--- src/rtl/lif_array.sv ---
// Bank of leaky integrate-and-fire neurons with a shared runtime threshold and a saturating spike
// counter. Define LIF_REFRACTORY_EN to build per-channel refractory counters.
module lif_array #(
  parameter int unsigned N_CH         = 4,
  parameter int unsigned IN_W         = 4,
  parameter int unsigned STATE_W      = 8,
  parameter int unsigned LEAK_SHIFT   = 1,
  parameter int unsigned THR_RST      = 127,
  parameter int unsigned REFRAC_STEPS = 2,
  parameter int unsigned CNT_W        = 16
) (
  input  logic                    clk,
  input  logic                    rst_n,
  input  logic                    step,
  input  logic [N_CH*IN_W-1:0]    current,
  input  logic                    thr_wr,
  input  logic [STATE_W-1:0]      thr_data,
  input  logic                    cnt_clr,
  output logic [N_CH-1:0]         spike,
  output logic [N_CH*STATE_W-1:0] state,
  output logic [STATE_W-1:0]      threshold,
  output logic [CNT_W-1:0]        spike_total
);

  localparam int unsigned PopW = $clog2(N_CH + 1);

  logic [N_CH-1:0][STATE_W-1:0] state_q, state_d;
  logic [N_CH-1:0]              spike_q, spike_d;
  logic [STATE_W-1:0]           thr_q, thr_d;
  logic [CNT_W-1:0]             total_q, total_d;
  logic [STATE_W:0]             sum [N_CH];
  logic [STATE_W-1:0]           sat [N_CH];
  logic [PopW-1:0]              pop;
  logic [CNT_W:0]               total_sum;

`ifdef LIF_REFRACTORY_EN
  localparam logic [3:0] RefracInit = 4'(REFRAC_STEPS);
  logic [N_CH-1:0][3:0] refr_q, refr_d;
`endif

  always_comb begin
    state_d = state_q;
    spike_d = '0;
`ifdef LIF_REFRACTORY_EN
    refr_d  = refr_q;
`endif
    for (int i = 0; i < N_CH; i++) begin
      // One extra bit so the add can be clamped instead of wrapping.
      sum[i] = {1'b0, state_q[i] >> LEAK_SHIFT} + (STATE_W + 1)'(current[i*IN_W +: IN_W]);
      sat[i] = sum[i][STATE_W] ? '1 : sum[i][STATE_W-1:0];
      if (step) begin
`ifdef LIF_REFRACTORY_EN
        if (refr_q[i] != 4'd0) begin
          state_d[i] = '0;
          refr_d[i]  = refr_q[i] - 4'd1;
        end else begin
`else
        begin
`endif
          if (sat[i] >= thr_q) begin
            spike_d[i] = 1'b1;
            state_d[i] = '0;
`ifdef LIF_REFRACTORY_EN
            refr_d[i]  = RefracInit;
`endif
          end else begin
            state_d[i] = sat[i];
          end
        end
      end
    end
  end

  always_comb begin
    pop = '0;
    for (int i = 0; i < N_CH; i++) begin
      pop = pop + PopW'(spike_d[i]);
    end
    total_sum = {1'b0, total_q} + (CNT_W + 1)'(pop);
    // Clear wins over spikes landing in the same cycle.
    if (cnt_clr) begin
      total_d = '0;
    end else if (total_sum[CNT_W]) begin
      total_d = '1;
    end else begin
      total_d = total_sum[CNT_W-1:0];
    end
    thr_d = thr_wr ? thr_data : thr_q;
  end

  always_ff @(posedge clk) begin
    if (!rst_n) begin
      state_q <= '0;
      spike_q <= '0;
      thr_q   <= STATE_W'(THR_RST);
      total_q <= '0;
`ifdef LIF_REFRACTORY_EN
      refr_q  <= '0;
`endif
    end else begin
      state_q <= state_d;
      spike_q <= spike_d;
      thr_q   <= thr_d;
      total_q <= total_d;
`ifdef LIF_REFRACTORY_EN
      refr_q  <= refr_d;
`endif
    end
  end

  assign spike       = spike_q;
  assign state       = state_q;
  assign threshold   = thr_q;
  assign spike_total = total_q;

endmodule

--- config.mk ---
export PLATFORM = sky130hd
export DESIGN_NAME = lif_array
export DESIGN_NICKNAME = d
export VERILOG_FILES = /design/src/rtl/lif_array.sv
export SDC_FILE = /design/constraint.sdc
export NUM_CORES = 1
export LEC_CHECK = 0
export ABC_AREA = 0
export BUFFER_PORTS_ARGS = -buffer_cell sky130_fd_sc_hd__buf_2
export CELL_PAD_IN_SITES_DETAIL_PLACEMENT = 0
export CELL_PAD_IN_SITES_GLOBAL_PLACEMENT = 1
export CORE_ASPECT_RATIO = 0.8
export CORE_MARGIN = 1
export CORE_UTILIZATION = 40
export DETAILED_ROUTE_END_ITERATION = 7
export PLACE_DENSITY_LB_ADDON = 0.25
export SLEW_MARGIN = 20
export SYNTH_ARGS = -nofsm -noshare
export SYNTH_HDL_FRONTEND = slang
export SYNTH_SLANG_ARGS = --single-unit
--- constraint.sdc ---
create_clock -name clk -period 6.4 [get_ports clk]
set_clock_uncertainty 0.15 [all_clocks]
set_input_delay 0.96 -clock clk [delete_from_list [all_inputs] [get_ports clk]]
set_output_delay 0.96 -clock clk [all_outputs]
set_load 0.005 [all_outputs]
* Yosys cells after proc, flatten, opt, wreduce, memory -nomap -nowiden
Cells that the tools add are included.
Storage, ports and cells: logic and storage cells 38, output and inout bits 60, input port bits 29, register bits after elaboration 60
Cells by class: reductions and logical operators 1, magnitude comparators 4, add/sub/neg operators 8, bitwise logic cells 1, muxes and demuxes 17
Operator list (count):
- 8-bit two-way mux | 8
- 7-bit by 4-bit adder with 8-bit output | 4
- 8-bit >= comparator | 4
- 16-bit by 3-bit adder with 17-bit output | 1
- 16-bit two-way mux | 1
- 1-bit two-way mux | 8
- 2-bit by 1-bit adder with 3-bit output | 1
- 3-bit by 1-bit adder with 3-bit output | 1
- 1-bit by 1-bit adder with 2-bit output | 1
- 2-bit OR reduction | 1
- 1-bit inverter | 1

* Longest topological paths before layout
Gate-level depths: netlist of run 1.
depth in word-level cells 10, gate-level depth with buffers 22, gate-level depth less buffers 21

* Worst setup path after synthesis of run 1
OpenSTA, ideal clock, no wires.
path kind input to register, start point in current[8], end point reg total_q[12] (netlist: spike_total[12]), setup time 78 ps, arrival 4941 ps, stages 20, setup slack 1231 ps, required time 6172 ps, buffers on the path 1, cells stage by stage ha_1 > fa_1 > a21o_1 > a21oi_1 > nor2_1 > xor2_1 > ha_1 > nand4_1 > o311a_1 > nor2b_1 > fa_1 > inv_1 > fa_1 > inv_1 > fa_1 > and2_1 > and4_1 > buf_6 > and3_2 > nor3_1
On the way: word-level cells in the longest chain between the ends 9
Ends and longest elaborated chain:
- start, declared | RTL line 15 | input logic [N_CH*IN_W-1:0] current,
- 7-bit by 4-bit adder with 8-bit output | RTL line 49 | sum[i] = {1'b0, state_q[i] >> LEAK_SHIFT} + (STATE_W + 1)'(current[i*IN_W +: IN_W]);
- 8-bit two-way mux | RTL line 50 | sat[i] = sum[i][STATE_W] ? '1 : sum[i][STATE_W-1:0];
- 8-bit >= comparator | RTL line 60 | if (sat[i] >= thr_q) begin
- 1-bit two-way mux | RTL line 60
- 1-bit two-way mux | RTL line 51 | if (step) begin
- named net spike_d[2] | RTL line 28 | logic [N_CH-1:0] spike_q, spike_d;
- 2-bit by 1-bit adder with 3-bit output | RTL line 77 | pop = pop + PopW'(spike_d[i]);
- 3-bit by 1-bit adder with 3-bit output | RTL line 77
- 16-bit by 3-bit adder with 17-bit output | RTL line 79 | total_sum = {1'b0, total_q} + (CNT_W + 1)'(pop);
- 16-bit two-way mux | RTL line 83 | end else if (total_sum[CNT_W]) begin
- end signal, assigned | RTL line 104 | total_q <= total_d;
- end, declared | RTL line 30 | logic [CNT_W-1:0] total_q, total_d;
The timed path passes the listed nets, and every way through them passes these cells. A chain may end at the register's enable or synchronous reset.

* Final worst setup path of run 1
start point in current[0], end point reg total_q[14] (netlist: spike_total[14])
On the way: word-level cells in the longest chain between the ends 10
Ends and longest elaborated chain (RTL line):
- 7-bit by 4-bit adder with 8-bit output | 49
- 8-bit two-way mux | 50
- 8-bit >= comparator | 60
- 1-bit two-way mux | 60
- 1-bit two-way mux | 51
- named net spike_d[0] | 28
- 1-bit by 1-bit adder with 2-bit output | 77
- 2-bit by 1-bit adder with 3-bit output | 77
- 3-bit by 1-bit adder with 3-bit output | 77
- 16-bit by 3-bit adder with 17-bit output | 79
- 16-bit two-way mux | 83
The timed path passes the listed nets, and every way through them passes these cells.

==> results of run 1 <==
[final timing paths]
kind | start | slack, ns | endpoint
setup / recovery | current[0] | 0.99 | spike_total[14]
setup reg to reg | state[1] | 1.40 | spike_total[14]
hold / removal | state[24] | 0.31 | state[24]
hold reg to reg | state[24] | 0.31 | state[24]
[cell families (layout without fill, tap and decap cells)]
group,after synthesis,count (layout)
AO/OA/AOI/OAI,105,105
XOR/XNOR,29,29
adder cells (fa/ha/maj),56,56
buffers and inverters,41,131
flip-flops,60,60
multiplexers,2,2
AND/OR/NAND/NOR,102,102
[Yosys cell counts (all sizes together) (10+ instances only)]
cell / instances / area share (%)
dfxtp: 60 / 33
ha: 49 / 17
nand2: 34 / 3.5
a21oi: 33 / 4.5
a22o: 26 / 6.3
inv: 26 / 2.7
xor2: 20 / 4.8
nor2: 15 / 1.5
nand3: 14 / 2.3
o21ai: 14 / 1.9
nor2b: 10 / 1.7
o211ai: 10 / 2.1
[worst reg2reg max path, stage by stage (launching register included)]
cell	delay [ns]
dfxtp_1	0.33
ha_1	0.24
fa_1	0.41
a21o_1	0.17
a21oi_1	0.22
nor2_1	0.09
xor2_1	0.21
ha_1	0.27
nand2_1	0.07
o21ai_0	0.08
a21oi_1	0.29
nor2b_1	0.11
fa_1	0.52
inv_1	0.05
fa_1	0.38
inv_1	0.08
fa_1	0.25
and2_1	0.19
and4_1	0.37
nand3_1	0.11
nor3b_1	0.21
nor3_1	0.07
[stage by stage]
stage,std cells,util (%),setup slack [ns],total power [uW]
2_1_floorplan,395,-,1.23,527
3_3_place_gp,581,47.9,0.836,580
3_5_place_dp,581,47.9,0.645,585
4_1_cts,597,51.6,0.979,1120
5_1_grt,597,51.6,0.715,1160
6_report,597,51.6,0.994,1110
[layout make-up]
cell class	instances	share of cell area, %
tap	112	3.13
clock inverter	7	2.24
clock buffer	9	5.03
multi-input combinational	294	50.6
inverter	26	2.18
sequential	60	26.8
timing repair buffer	89	10.0
[power groups by stage]
stage | Clock [uW] | Sequential (uW) | Combinational [uW]
finish | 529 | 402 | 176
global route | 558 | 404 | 201
CTS | 539 | 402 | 176
detailed placement | 0 | 410 | 175
global placement | 0 | 409 | 170
floorplan | 0 | 410 | 118
[sequential cells by signal (all words and copies together), names as in the netlist]
signal       count
state           32
spike_total     16
threshold        8
spike            4
[layer usage]
metal,up-vias,global-route usage (%)
li1,1583,-
met5,-,0
met4,0,5.16
met2,73,32.4
met3,4,4.71
met1,1473,26.6
==> metrics.yaml, run 1 <==
status: "complete, no violations"
layout.nets: 565
switchingPower_uw: 295
worst_slew_pin_slew_ns: 0.736
finalSetupViolCount: 0
finalHoldViolCount: 0
cpPeakStageDelay_ns: 0.52
p_comb_share_pct: 15.9
cp_num_cells: 22
swShare_pct: 26.7
chipHeight_microns: 87.3
cts_max_path_buffers: 2
r2r_cells: 21
startpoint_type: "primary input"
hold_buffers: 0
htreeDepth: 3
whs_ns: 0.311
core-area_sq_um: 8670
wl_met3_microns: 358
crit_type: "primary input to register"
drv_slew: 0
critPathMostFrequentCell: "fa_1"
grt_pass1_wl_microns: 14400
postLayoutCellArea_sq_um: 4480
synth.avg_cell_area_sq_um: 9.21
p_leak_uw: 0.00225
cts_sinks: 60
cts_setup_buffers: 0
arrival_ns: 5.44
register_area_sq_um: 1200
synth_fa_ha_area_share_pct: 20.7
synth_simple_gate_area_share_pct: 14.3
final_common_cell: "buf_2"
yosysUniqueCellTypes: 40
crit_chain: "buf_2 -> ha_1 -> fa_1 -> a21o_1 -> a21oi_1 -> nor2_1 -> xor2_1 -> ha_1 -> nand2_1 -> o21ai_0 -> a21oi_1 -> nor2b_1 -> fa_1 -> inv_1 -> fa_1 -> inv_1 -> fa_1 -> and2_1 -> and4_1 -> nand3_1 -> nor3b_1 -> nor3_1"
via_per_inst: 5.25
rows: 30
synth_warnings: 0
fmaxAchievable_mhz: 185
drive_gt1_share_pct: 23.3
seqPwrFrac_pct: 36.3
maxCapViolations: 0
cts_tree: "yes"
p_clk_share_pct: 47.8
crit_fanout: 6
finalWirelength_microns: 9070
worstHoldPathType: "register to register"
required_ns: 6.43
cp-end-kind: "register"
area_growth_pct: 23.0
wl_per_cell_microns: 15.2
final_cell_mix: "buf_2 (88), dfxtp_1 (60), ha_1 (49), nand2_1 (34), a21oi_1 (33)"
route.detailed.drc: 0
finalCriticalPeriod_ns: 5.41
synth_seq_cells: 60
num_vias: 3133
cts-buffers-inserted: 9
overflow: 0
synth_top_family_by_area: "adder cells"
grt_use_total_pct: 20.0
gp_congestion: 0.799
muxShareOfSynthArea_pct: 0.550
synth_area_sq_um: 3640
synth-compound-area-share_pct: 19.6
port_buffers: 88
tns_ns: 0
fp.dieW_microns: 109
cts_root_buffer: "clkbuf_16"
ys_seq_area_share_pct: 33.0
start_util_pct: 42.0
grt_antenna_before_repair: 0
grt_pass1_vias: 2951
path_buf_inv: 3
slowest_stage: "fa_1"
ys.flop_type: "dfxtp_1"
p_int_uw: 811
met2RoutedLength_microns: 4090
min_path_cells: 2
syn-num-nets: 480
design.die.area_sq_um: 9490
synthArstFlopShare_pct: 0
dr.pass1.iters: 4
powerDensity_nw_per_um2: 247
dp.final_hpwl_microns: 6760
multi_input_area_sq_um: 2260
drtIter0Drc: 109
drt-met1-wl_microns: 4570
diodes: 0
ant_nets: 0
fin_crit_sh_pct: 84.5
insertion_delay_ns: 0.33
path_delay_family: "adder cells"
syn_inst: 395
grt_setup_unrepaired: "false"
topRoutingLayerUsed: "met4"
synth_xor_area_share_pct: 6.98
synth_edf_count: 0
clk_pin_slew_ns: 0.05
grt_max_degree: 21
maxSlewHeadroom_pct: 50.7
place_area_sq_um: 4150
cts.repair.resized: 0
io_pins: 89
num-fill-cells: 846
ir_worst_vdd_mv: 0.109
No activity file was read; power rests on OpenSTA's default activity.
==> run 2, diff against run 1 <==
==> constraint.sdc (replaced) <==
create_clock -name clk -period 5.64 [get_ports clk]
set_clock_uncertainty 0.15 [all_clocks]
set_input_delay 0.846 -clock clk [delete_from_list [all_inputs] [get_ports clk]]
set_output_delay 0.846 -clock clk [all_outputs]
set_load 0.005 [all_outputs]
==> run 2 against run 1 <==
Clock-buffer cell count is 6 higher. Power is 9.0% higher. First-iteration DRC count is 27% higher. Highest routed layer unchanged. Largest cell class unchanged. Critical path type unchanged. Routed wire length is 2.5% lower.
==> metrics.yaml, run 2 (synthesis results as in run 1) <==
clk_pin_slew_ns: 0.05
via_per_inst: 5.21
grt_max_degree: 21
finalSetupViolCount: 0
fp.dieW_microns: 109
ir_worst_vdd_mv: 0.137
worstHoldPathType: "register to register"
start_util_pct: 42.0
insertion_delay_ns: 0.32
final_common_cell: "buf_2"
layout_setup_ws_ns: 0.469
drv_slew: 0
area_growth_pct: 22.6
finalCriticalPeriod_ns: 5.17
worst_slew_pin_slew_ns: 0.721
design.die.area_sq_um: 9490
cts_setup_buffers: 0
route.detailed.drc: 0
chipHeight_microns: 87.3
cts_max_path_buffers: 2
crit_fanout: 6
core-area_sq_um: 8670
drtIter0Drc: 138
status: "complete, no violations"
htreeDepth: 3
cts_sinks: 60
cts-buffers-inserted: 9
r2r_slack_ns: 0.78
fmaxAchievable_mhz: 193
required_ns: 5.67
min_path_cells: 2
maxCapViolations: 0
crit_type: "primary input to register"
fin_crit_sh_pct: 91.7
layout.nets: 567
port_buffers: 88
gp_congestion: 0.815
rows: 30
arrival_ns: 5.20
num-fill-cells: 850
cts_root_buffer: "clkbuf_16"
r2r_cells: 20
cp-end-kind: "register"
maxSlewHeadroom_pct: 51.7
diodes: 0
total_power_uw: 1210
grt_pass1_wl_microns: 14200
finalHoldViolCount: 0
io_pins: 89
tns_ns: 0
finalWirelength_microns: 8840
ant_nets: 0
hp-start: "state[24]"
overflow: 0
crit_path_start: "current[8]"
drive_gt1_share_pct: 22.8
grt_antenna_before_repair: 0
hold_buffers: 0
place_ws_ns: 0.167
grt_use_total_pct: 19.8
largest_register_ffs: 32
wl_per_cell_microns: 14.8
dr.pass1.iters: 4
cts_tree: "yes"
dp.final_hpwl_microns: 6600
final_cell_mix: "buf_2 (88), dfxtp_1 (60), ha_1 (49), nand2_1 (34), a21oi_1 (33)"
num_vias: 3123
grt_setup_unrepaired: "false"
startpoint_type: "primary input"
cts.repair.resized: 0
p_leak_uw: 0.00225
grt_pass1_vias: 2922
r2r_start: "state[17]"
powerDensity_nw_per_um2: 270
run 2: cell count changes in the layout (fill, tap and decap cells not counted), sizes merged:
cell,before,now
buf,89,91
bufinv,2,1
clkbuf,9,15
clkinv,1,0
clkinvlp,3,0
inv,27,26
run 2: worst paths after layout:
kind	end
worst min-delay path	state[24]
worst max-delay path	spike_total[14]
worst max register to register	spike_total[14]
worst min register to register	state[24]
run 2: report_power, final:
part	switching [uW]	internal, uW	total, uW	leakage, uW
Clock	185	367	551	0.000144
Sequential	13.8	442	456	0.000489
Combinational	109	89.3	198	0.00162
run 2: per-layer routing:
layer | vias up | track usage, % | share of wire, %
li1 | 1596 | - | -
met1 | 1453 | 26.7 | 51
met2 | 63 | 30.8 | 43
met3 | 11 | 4.49 | 4.2
met4 | 0 | 7.49 | 1.5
met5 | - | 0 | 0
run 2: metrics by stage:
stage               instances  utilization (%)  hold WS [ns]  area [sq um]
finish                    599             51.5         0.301          4460
CTS                       599             51.5         0.309          4460
global route              599             51.5         0.333          4460
global placement          583             48.0         0.285          4170
floorplan                 395                -         0.299          3640
detailed placement        583             48.0         0.297          4170
run 2: final cells by class:
class                           count  area, sq um  area share, %
Clock buffer                       15          268           6.00
Clock inverter                      1         30.0          0.673
Inverter                           26         97.6           2.19
Multi-Input combinational cell    294         2260           50.7
Sequential cell                    60         1200           26.9
Tap cell                          112          140           3.14
Timing Repair Buffer               91          463           10.4
run 2: worst max-delay path, stage by stage:
cell and delay, ns:
buf_2 0.10, ha_1 0.23, fa_1 0.42, a21o_1 0.17, a21oi_1 0.23, nor2_1 0.09
xor2_1 0.21, ha_1 0.28, nand4_1 0.11, o311a_1 0.23, nor2b_1 0.08, fa_1 0.47
inv_1 0.05, fa_1 0.37, inv_1 0.08, fa_1 0.25, and2_1 0.20, and4_1 0.35
nand3_1 0.11, nor3b_1 0.24, nor3_1 0.08
==> run 3, diff against run 2 <==
--- a/config.mk
+++ b/config.mk
@@ -7,11 +7,12 @@
 export LEC_CHECK = 0
 export ABC_AREA = 0
 export BUFFER_PORTS_ARGS = -buffer_cell sky130_fd_sc_hd__buf_2
+export CAP_MARGIN = 20
 export CELL_PAD_IN_SITES_DETAIL_PLACEMENT = 0
 export CELL_PAD_IN_SITES_GLOBAL_PLACEMENT = 1
 export CORE_ASPECT_RATIO = 0.8
 export CORE_MARGIN = 1
-export CORE_UTILIZATION = 40
+export CORE_UTILIZATION = 43
 export DETAILED_ROUTE_END_ITERATION = 7
 export PLACE_DENSITY_LB_ADDON = 0.25
 export SLEW_MARGIN = 20
==> constraint.sdc (replaced) <==
create_clock -name clk -period 6.05 [get_ports clk]
set_clock_uncertainty 0.15 [all_clocks]
set_input_delay 0.9075 -clock clk [delete_from_list [all_inputs] [get_ports clk]]
set_output_delay 0.9075 -clock clk [all_outputs]
set_load 0.005 [all_outputs]
==> run 3 against run 2 <==
First-iteration DRC count decreased by 57%. Hold slack worse by 0.0036 ns. Clock-buffer cell count shrank 2. Critical path depth is 1 higher. Sequential power down 7.0%. Core utilization up 2.5 points. Die area decreased by 6.8%. Register-to-register slack better by 0.41 ns. Largest power group is now registers.
==> metrics.yaml, run 3 (synthesis results as in run 1) <==
startpoint_type: "primary input"
cp-end-kind: "register"
ant_nets: 0
maxSlewHeadroom_pct: 52.8
dr.pass1.iters: 4
overflow: 0
grt_pass1_vias: 2929
clk_pin_slew_ns: 0.07
port_buffers: 88
whs_ns: 0.298
layout.nets: 567
grt_use_total_pct: 20.5
largest_register_ffs: 32
num_vias: 3145
cpPeakStageDelay_ns: 0.50
cts_max_path_buffers: 2
maxCapViolations: 0
drv_slew: 0
core-area_sq_um: 8060
grt_pass1_wl_microns: 14300
slowest_stage: "fa_1"
path_delay_family: "adder cells"
fp.dieW_microns: 105
grt_antenna_before_repair: 0
final_cell_mix: "buf_2 (88), dfxtp_1 (60), ha_1 (49), nand2_1 (34), a21oi_1 (33)"
start_util_pct: 45.2
cts-buffers-inserted: 9
fin_util_pct: 53.9
cts.repair.resized: 0
layoutNonFillerInstCount: 594
dp_cells: 579
io_pins: 89
insertion_delay_ns: 0.33
tns_ns: 0
seqPwrFrac_pct: 44.3
p_int_uw: 694
min_path_cells: 2
cts_setup_buffers: 0
crit_chain: "buf_2 -> ha_1 -> fa_1 -> a21o_1 -> a21oi_1 -> nor2_1 -> xor2_1 -> ha_1 -> a21oi_1 -> o21ai_0 -> a21oi_1 -> nor2b_1 -> fa_1 -> inv_1 -> fa_1 -> inv_1 -> fa_1 -> and2_1 -> and4_1 -> nand3_1 -> nor3b_1 -> nor3_1"
p_leak_uw: 0.00220
ir_worst_vdd_mv: 0.104
powerDensity_nw_per_um2: 221
worstHoldPathType: "register to register"
finalSetupViolCount: 0
cp_num_cells: 22
grt_max_degree: 21
route.detailed.drc: 0
fin_crit_sh_pct: 86.3
wl_per_cell_microns: 14.5
crit_fanout: 6
r2r_slack_ns: 1.19
path_buf_inv: 3
final_common_cell: "buf_2"
finalWirelength_microns: 8600
status: "complete, no violations"
cts_sinks: 60
num-fill-cells: 805
drtIter0Drc: 60
critPathMostFrequentCell: "fa_1"
worst_slew_pin_slew_ns: 0.705
finalCriticalPeriod_ns: 5.22
r2r_cells: 21
via_per_inst: 5.29
area_growth_pct: 19.4
dp.final_hpwl_microns: 6480
p_clk_share_pct: 36.6
required_ns: 6.09
p_comb_share_pct: 19.1
crit_type: "primary input to register"
arrival_ns: 5.26
fmaxAchievable_mhz: 192
switchingPower_uw: 264
design.die.area_sq_um: 8840
chipHeight_microns: 84.3
drive_gt1_share_pct: 22.8
total_power_uw: 958
rows: 29
diodes: 0
cts_root_buffer: "clkbuf_8"
htreeDepth: 3
grt_setup_unrepaired: "false"
finalHoldViolCount: 0
gp_congestion: 0.787
swShare_pct: 27.6
cts_tree: "yes"
hold_buffers: 0
==> run 3: stage by stage <==
step | worst slack, ns | instance area [sq um]
2_1_floorplan | 0.933 | 3640
3_3_place_gp | 0.657 | 4160
3_5_place_dp | 0.521 | 4160
4_1_cts | 0.841 | 4340
5_1_grt | 0.361 | 4340
6_report | 0.830 | 4340
==> run 3: metal layers <==
layer / wire [microns] / GRT usage, % / vias to the layer above
li1: - / - / 1598
met1: 4320 / 28.7 / 1471
met2: 3880 / 32.0 / 72
met3: 354 / 4.74 / 4
met4: 44 / 5.38 / 0
met5: 0 / 0 / -
==> run 3: power by group through the flow <==
stage	Sequential [uW]	Combinational [uW]	Clock (uW)
after floorplan	433	124	0
after global placement	433	180	0
after detailed placement	433	183	0
after CTS	425	185	359
after global routing	427	211	379
final	424	183	351
==> run 3: worst paths after layout <==
kind | from | endpoint
worst max-delay path | current[0] | spike_total[14]
worst min-delay path | state[24] | state[24]
worst max register to register | state[1] | spike_total[14]
worst min register to register | state[24] | state[24]
==> run 3: cell type report <==
cell class	count	area [sq um]	share of cell area [%]
Clock inverter	2	35.0	0.806
Sequential cell	60	1200	27.6
Clock buffer	13	149	3.43
Inverter	26	97.6	2.25
Timing Repair Buffer	91	463	10.7
Multi-Input combinational cell	294	2260	52.1
Tap cell	108	135	3.11
==> run 3: tightest hold or removal path, delay by kind of cell (launching register included) <==
family	cells	cell delay, ns
compound gates	1	0.05
flops	1	0.32
simple gates	1	0.04
